$ cat config.mk
export PLATFORM = sky130hd
export DESIGN_NAME = seg7_display_arbiter
export DESIGN_NICKNAME = d
export VERILOG_FILES = /design/src/rtl/seg7_display_arbiter.sv
export SDC_FILE = /design/constraint.sdc
export NUM_CORES = 1
export LEC_CHECK = 0
export CORE_ASPECT_RATIO = 1.4
export CORE_MARGIN = 3
export CORE_UTILIZATION = 35
export CTS_BUF_LIST = sky130_fd_sc_hd__clkbuf_16
export DETAILED_ROUTE_END_ITERATION = 8
export GPL_TIMING_DRIVEN = 0
export HOLD_SLACK_MARGIN = 0.1
export PLACE_DENSITY = 0.76
export SYNTH_ARGS = -nofsm -noshare
export SYNTH_HDL_FRONTEND = slang
export SYNTH_SLANG_ARGS = --single-unit
$ cat constraint.sdc
create_clock -name I_CLK -period 2.8 [get_ports I_CLK]
set_input_delay 0.28 -clock I_CLK [delete_from_list [all_inputs] [get_ports I_CLK]]
set_output_delay 0.28 -clock I_CLK [all_outputs]
set_load 0.05 [all_outputs]
$ cat src/rtl/seg7_display_arbiter.sv
// Round-robin arbiter sharing the 8-digit seven-segment display among three requesters,
// with a minimum hold time. Optional macro SEG7_ARB_BLANK_EN blanks the digits while idle.
module seg7_display_arbiter #(
    parameter int TICK_DIV   = 100000,
    parameter int HOLD_TICKS = 500
) (
    input  logic        I_CLK,
    input  logic        rst,
    input  logic [2:0]  req,
    input  logic [31:0] data0,
    input  logic [31:0] data1,
    input  logic [31:0] data2,
    output logic [2:0]  grant,
    output logic [1:0]  owner,
    output logic        busy,
    output logic [3:0]  led1,
    output logic [3:0]  led2,
    output logic [3:0]  led3,
    output logic [3:0]  led4,
    output logic [3:0]  led5,
    output logic [3:0]  led6,
    output logic [3:0]  led7,
    output logic [3:0]  led8
);
    localparam int PW = (TICK_DIV > 1) ? $clog2(TICK_DIV) : 1;
    localparam int HW = $clog2(HOLD_TICKS + 1);

    typedef enum logic [1:0] {S_IDLE, S_HOLD, S_FREE} state_t;

    state_t         state_q, state_d;
    logic [2:0]     grant_q, grant_d;
    logic [1:0]     owner_q, owner_d;
    logic [PW-1:0]  presc_q, presc_d;
    logic [HW-1:0]  hold_q, hold_d;
    logic [31:0]    led_q, led_d;

    logic [1:0]     cand1, cand2, rr_idx;
    logic           own_req, other_req;
    logic [31:0]    sel_data;

    function automatic logic [1:0] rr_inc(input logic [1:0] i);
        return (i == 2'd2) ? 2'd0 : i + 2'd1;
    endfunction

    // Search order owner+1, owner+2, then owner itself (only reachable from IDLE).
    always_comb begin
        cand1     = rr_inc(owner_q);
        cand2     = rr_inc(cand1);
        own_req   = req[owner_q];
        other_req = req[cand1] | req[cand2];
        if (req[cand1])      rr_idx = cand1;
        else if (req[cand2]) rr_idx = cand2;
        else                 rr_idx = owner_q;
    end

    always_comb begin
        state_d = state_q;
        grant_d = grant_q;
        owner_d = owner_q;
        presc_d = presc_q;
        hold_d  = hold_q;
        led_d   = led_q;

        case (state_q)
            S_IDLE: begin
                if (|req) begin
                    state_d = S_HOLD;
                    grant_d = 3'b001 << rr_idx;
                    owner_d = rr_idx;
                    presc_d = '0;
                    hold_d  = '0;
                end
            end
            S_HOLD, S_FREE: begin
                if (!own_req || (state_q == S_FREE && other_req)) begin
                    if (other_req) begin
                        state_d = S_HOLD;
                        grant_d = 3'b001 << rr_idx;
                        owner_d = rr_idx;
                        presc_d = '0;
                        hold_d  = '0;
                    end else begin
                        state_d = S_IDLE;
                        grant_d = 3'b000;
                    end
                end else if (state_q == S_HOLD) begin
                    if (presc_q == PW'(TICK_DIV - 1)) begin
                        presc_d = '0;
                        hold_d  = hold_q + 1'b1;
                        if (hold_q == HW'(HOLD_TICKS - 1))
                            state_d = S_FREE;
                    end else begin
                        presc_d = presc_q + 1'b1;
                    end
                end
            end
            default: begin
                state_d = S_IDLE;
                grant_d = 3'b000;
            end
        endcase

        case (owner_d)
            2'd0:    sel_data = data0;
            2'd1:    sel_data = data1;
            default: sel_data = data2;
        endcase

        // Digits track the incoming owner so a new grant shows its data immediately.
        if (state_d != S_IDLE)
            led_d = sel_data;
`ifdef SEG7_ARB_BLANK_EN
        else
            led_d = 32'hFFFF_FFFF;
`endif
    end

    always_ff @(posedge I_CLK) begin
        if (rst) begin
            state_q <= S_IDLE;
            grant_q <= 3'b000;
            owner_q <= 2'd2;
            presc_q <= '0;
            hold_q  <= '0;
            led_q   <= 32'hFFFF_FFFF;
        end else begin
            state_q <= state_d;
            grant_q <= grant_d;
            owner_q <= owner_d;
            presc_q <= presc_d;
            hold_q  <= hold_d;
            led_q   <= led_d;
        end
    end

    assign grant = grant_q;
    assign owner = owner_q;
    assign busy  = |grant_q;
    assign led1  = led_q[3:0];
    assign led2  = led_q[7:4];
    assign led3  = led_q[11:8];
    assign led4  = led_q[15:12];
    assign led5  = led_q[19:16];
    assign led6  = led_q[23:20];
    assign led7  = led_q[27:24];
    assign led8  = led_q[31:28];
endmodule
==> impl_metrics.yaml, run 1 <==
grt:
  grt_pass1_vias: 3907
  grt_max_degree: 12
  grt_pass1_wl_mm: 18.5
  antenna_found_initial: 0
  grt-ovfl-total: 0
  grt_usage: 0.195
setup_path:
  critical-path-top-delay-family: "compound AO/OA/AOI/OAI gates"
  r2r_slack_ns: 0.08
  crit_fanout: 6
  slowest_delay_ns: 0.58
  critPathRequiredTime_ns: 2.99
  critPathLaunchType: "register"
  crit_type: "register to register"
  crit_slowest_cell: "or4b_4"
  cp_num_buf_inv: 3
  worstPathCellList: "inv_2, ha_4, o21ai_2, a32o_2, or4b_4, o211ai_4, buf_12, buf_4, mux2_4, mux2i_2, a2bb2oi_1"
  arrival_ns: 2.92
  cp-end-kind: "register"
cells_and_area:
  final_nets: 663
  area_delta_synth_final_pct: 56.4
  antenna_cells: 0
  drive_gt1_frac: 0.137
  final_util: 0.574
  final_area_mm2: 0.00581
  fin_cells: 696
cts:
  htree_levels: 3
  cts.sinks: 65
  cts_buffer_depth: 2
  cts_root_buffer: "clkbuf_16"
  cts_hold_buf: 0
  cts_buffers: 9
  tritoncts: "yes"
  clock_latency_ns: 0.33
  clk_pin_slew_ns: 0.06
drt:
  drtAntennaViolNets: 0
  first_iter_violations: 158
  vias: 3686
  wl_per_cell_um: 16.6
  drt_pass1_iterations: 5
  route.detailed.drc: 0
  avgViaCountPerCell: 5.30
  drt-total-wl_mm: 11.5
yosys:
  synth-seq-cells: 65
  seq_area_frac_synth: 0.350
  postSynth.asyncResetShare: 0
  ys.flop_type: "dfxtp_1"
  syn_nets: 505
  synthCells: 398
  synth_edf_count: 0
  synth_warnings: 0
  yosysTopAreaCellShare: 0.350
  synthDistinctLibCells: 58
  avgSynthCellArea_um2: 9.33
  synth_top_area_cell: "dfxtp_1"
  netlist_area_mm2: 0.00371
  synth_area_leaders: "dfxtp_1, mux2_1, mux2i_1"
placement:
  dpl-instance-area_mm2: 0.00526
  place_hpwl_mm: 8.62
  gp_congestion: 0.781
  port_buffers: 137
  placed_cells: 670
pwr:
  powerDensity_mw_per_mm2: 672
  cellLeakagePower_nw: 2.24
  ir_drop_uv: 387
  power_mw: 3.90
floorplanning:
  initial_core_util: 0.367
  core_mm2: 0.0101
  top_level_ports: 139
  placementRows: 43
  die_w_um: 93.1
  dieArea_mm2: 0.0119
  die_y_um: 128
run_status:
  status: "finished clean"
sta:
  tightest_slew_ns: 0.645
  slew_headroom: 0.564
  fin_crit_sh: 0.973
  finClkSkew_ns: 0.00440
  fin_setup_tns_ns: 0
  rsz0062_at_grt: "yes"
  drv_slew: 0
  finalHoldViolations: 0
  setup_viol: 0
  fin_crit_ns: 2.72
  clock.fmax_mhz: 367
flow_run:
  cap_violations: 0
worst_hold_path:
  hp-class: "register to register"
[registers in the layout, indices dropped and copies added (netlist names)]
name and count:
hold_q 9, led_q 32, presc_q 17, grant 3, owner 2, state_q 2
[synth_stat cells, types with 5 or more instances]
cell type and number:
xor2_1 7, mux2_1 33, a21oi_1 16, nand3_1 13, nor3_1 10, nand4_1 8
nand2b_1 6, nor4_1 10, ha_1 6, nor2_1 29, nand2_1 22, clkbuf_1 15
buf_2 6, xnor2_1 13, or3_1 5, o21ai_0 8, inv_1 7, mux2i_1 33
a2bb2oi_1 32, dfxtp_1 65
[layer usage]
| layer | share of wire | global-route usage | vias to the layer above |
|---|---|---|---|
| met4 | 0.028 | 0.0940 | 0 |
| met3 | 0.078 | 0.0611 | 30 |
| met1 | 0.36 | 0.203 | 1710 |
| met5 | 0 | 0 | - |
| met2 | 0.53 | 0.350 | 147 |
| li1 | - | - | 1799 |
[where the power goes]
group	internal (mW)	total [mW]	leakage, nW	switching (mW)
Sequential	1.04	1.12	0.534	0.0791
Combinational	0.778	1.70	1.57	0.923
Clock	0.678	1.08	0.140	0.406
[repair_timing]
| item | in CTS | in global routing |
|---|---|---|
| buffers inserted | 4 | 6 |
| pin swaps | 2 | 9 |
| resized for setup | 22 | 40 |
| setup endpoints to repair | 46 | 46 |
| hold endpoints to repair | 0 | 0 |
| cloned | 2 | 0 |
[layout make-up]
type                       instances  area, um2
tap                              135        169
sequential                        65       1310
clock buffer                       9        225
timing repair buffer             149       1480
buffer                            23        160
multi-input combinational        301       2380
fill                             928       4310
inverter                           7       26.3
clock inverter                     7       62.6
[per-stage QoR]
stage	hold WS [ns]	worst slack, ns
4_1_cts	0.480	0.0156
6_report	0.485	0.0757
3_5_place_dp	0.472	-0.502
5_1_grt	0.486	-0.0336
3_3_place_gp	0.467	-0.406
2_1_floorplan	0.352	0.0651
[cell families (layout without fill, tap and decap cells)]
| group | after synthesis | count (layout) | synth area share |
|---|---|---|---|
| xor gates and xnor gates | 20 | 20 | 0.0472 |
| muxes | 66 | 66 | 0.189 |
| DFF | 65 | 65 | 0.350 |
| AOI/OAI and AO/OA | 84 | 84 | 0.173 |
| buffers and inverters | 32 | 195 | 0.0414 |
| and+or+nand+nor | 125 | 125 | 0.179 |
| adders and majority gates | 6 | 6 | 0.0202 |
[path summary, 6_finish.rpt]
kind,from,end,cells past startpoint
worst min-delay path,presc_q[1],presc_q[1],2
worst max-delay path,state_q[0],led_q[1],11
worst min register to register,presc_q[1],presc_q[1],2
worst max register to register,state_q[0],led_q[1],11
[placed cells by master (no fill, tap or decap), types with 10 or more instances in the layout]
cell type,n
buf_4,13
nor2_1,29
mux2i_1,29
dfxtp_1,62
a21oi_1,16
clkdlybuf4s50_1,136
nor3_1,10
nand2_1,22
xnor2_1,13
a2bb2oi_1,29
nand3_1,13
mux2_1,25
[worst register-to-register path: stages (launching register included)]
cell and delay, ns:
dfxtp_4 0.36, inv_2 0.07, ha_4 0.15, o21ai_2 0.07
a32o_2 0.26, or4b_4 0.58, o211ai_4 0.23, buf_12 0.16
buf_4 0.14, mux2_4 0.30, mux2i_2 0.18, a2bb2oi_1 0.10
Note: power is estimated with default switching activity, not from simulation.
==> inputs of run 2 (changes only) <==
--- a/config.mk
+++ b/config.mk
@@ -13,6 +13,7 @@
 export GPL_TIMING_DRIVEN = 0
 export HOLD_SLACK_MARGIN = 0.1
 export PLACE_DENSITY = 0.76
+export RECOVER_POWER = 50
 export SYNTH_ARGS = -nofsm -noshare
 export SYNTH_HDL_FRONTEND = slang
 export SYNTH_SLANG_ARGS = --single-unit
==> run 2 against run 1 <==
Compared with the run above: clock-buffer cell count stayed put; critical path depth did not move; hold slack better by 0.00097 ns; sequential power is essentially flat; power is 1.1% lower; wire length increased by 0.14%; register-to-register slack hardly changed; clock power barely moved; critical endpoint unchanged.
==> impl_metrics.yaml, run 2 (same netlist as run 1, synthesis figures left out) <==
run_status:
  status: "finished clean"
pwr:
  powerDensity_mw_per_mm2: 665
  ir_drop_uv: 374
  clockPowerShare: 0.281
  power_mw: 3.86
  comb_power_share: 0.431
  swShare: 0.363
  switchingPower_mw: 1.40
  p_int_mw: 2.46
  power_frac_seq: 0.289
  cellLeakagePower_nw: 2.20
cells_and_area:
  final_util: 0.574
  layout_commonest_cell: "clkdlybuf4s50_1"
  area_delta_synth_final_pct: 56.4
  final_cell_mix: "clkdlybuf4s50_1, dfxtp_1, dlygate4sd3_1"
  drive_gt1_frac: 0.137
  final_nets: 663
  antenna_cells: 0
  largest_reg_flops: 32
  regMostFlops: "led_q"
  largestRegisters: "led_q (32), presc_q (17), hold_q (9)"
setup_path:
  arrival_ns: 2.92
  critPathRequiredTime_ns: 2.99
  crit_fanout: 6
  cp-end-kind: "register"
  r2r_start: "state_q[0]"
  startpoint: "state_q[0]"
  crit_type: "register to register"
  critPathLaunchType: "register"
sta:
  finalHoldViolations: 0
  clock.fmax_mhz: 367
  rsz0062_at_grt: "yes"
  setup_viol: 0
  fin_crit_sh: 0.972
  fin_crit_ns: 2.72
  finClkSkew_ns: 0.00498
  slew_headroom: 0.565
  setup_ws_ns: 0.0783
  drv_slew: 0
  tightest_slew_ns: 0.643
grt:
  grt_max_degree: 12
  grt_pass1_vias: 3907
  grt_pass1_wl_mm: 18.5
  grt-ovfl-total: 0
  grt_usage: 0.195
  antenna_found_initial: 0
worst_hold_path:
  min-delay-start: "led_q[8]"
  hp-class: "register to register"
floorplanning:
  die_y_um: 128
  core_mm2: 0.0101
  initial_core_util: 0.367
  placementRows: 43
  die_w_um: 93.1
  dieArea_mm2: 0.0119
  top_level_ports: 139
drt:
  avgViaCountPerCell: 5.29
  wl_per_cell_um: 16.6
  drt-total-wl_mm: 11.5
  first_iter_violations: 178
  drtAntennaViolNets: 0
  route.detailed.drc: 0
  drt_pass1_iterations: 4
  vias: 3685
cts:
  cts_root_buffer: "clkbuf_16"
  tritoncts: "yes"
  clock_latency_ns: 0.33
  clk_pin_slew_ns: 0.05
  cts.sinks: 65
  cts_buffers: 9
  htree_levels: 3
  cts_hold_buf: 0
  cts_buffer_depth: 2
placement:
  port_buffers: 137
  place_ws_ns: -0.502
  place_hpwl_mm: 8.62
  gp_congestion: 0.781
flow_run:
  cap_violations: 0
-- run 2: cell types whose count changed in the layout (fill, tap and decap cells not counted), sizes merged --
cell	before	now
dlygate4sd3	0	37
clkdlybuf4s50	136	99
-- run 2: critical path, stage by stage (launching register included) --
cell and delay (ns):
dfxtp_4 0.36, inv_2 0.07, ha_4 0.15, o21ai_2 0.07, a32o_2 0.26, or4b_4 0.58, o211ai_4 0.23, buf_12 0.16
buf_4 0.14, mux2_4 0.30, mux2i_2 0.18, a2bb2oi_1 0.10
-- run 2: stage by stage --
stage | TNS [ns] | cells | hold slack [ns] | instance area, um2
after floorplan | 0 | 398 | 0.352 | 3710
after global placement | -15.52 | 670 | 0.467 | 5260
after detailed placement | -18.65 | 670 | 0.472 | 5260
after CTS | 0 | 692 | 0.480 | 5660
after global routing | -0.0749 | 696 | 0.486 | 5810
final | 0 | 696 | 0.486 | 5810
-- run 2: timing repair --
item,CTS,global route
resized for setup,22,40
setup buffers,4,6
cloned,2,0
pin swaps,2,9
setup endpoints to repair,46,46
-- run 2: layout make-up --
class,count,area [um2]
fillers,928,4310
multi-input cells,301,2380
repair buffers,149,1480
flip-flops and latches,65,1310
clock buffers,9,225
well taps,135,169
plain buffers,23,160
clock inverters,7,62.6
inverters,7,26.3
-- run 2: power groups by stage --
stage               Combinational, mW  Clock (mW)  Sequential, mW
floorplan                       0.674           0            1.48
global placement                 1.52           0            1.13
detailed placement               1.54           0            1.13
CTS                              1.63        1.11            1.12
global route                     1.77        1.14            1.13
finish                           1.66        1.08            1.11
-- run 2: path summary, 6_finish.rpt --
check / endpoint / slack [ns] / depth (start not counted)
min reg2reg: led_q[8] / 0.49 / 1
min: led_q[8] / 0.49 / 1
max: led_q[1] / 0.08 / 11
max reg2reg: led_q[1] / 0.08 / 11
-- run 2: layer usage --
layer / global-route usage / up-vias / wire (um)
li1: - / 1794 / -
met1: 0.203 / 1723 / 4170
met2: 0.350 / 142 / 6180
met3: 0.0611 / 26 / 890
met4: 0.0940 / 0 / 301
met5: 0 / - / 0
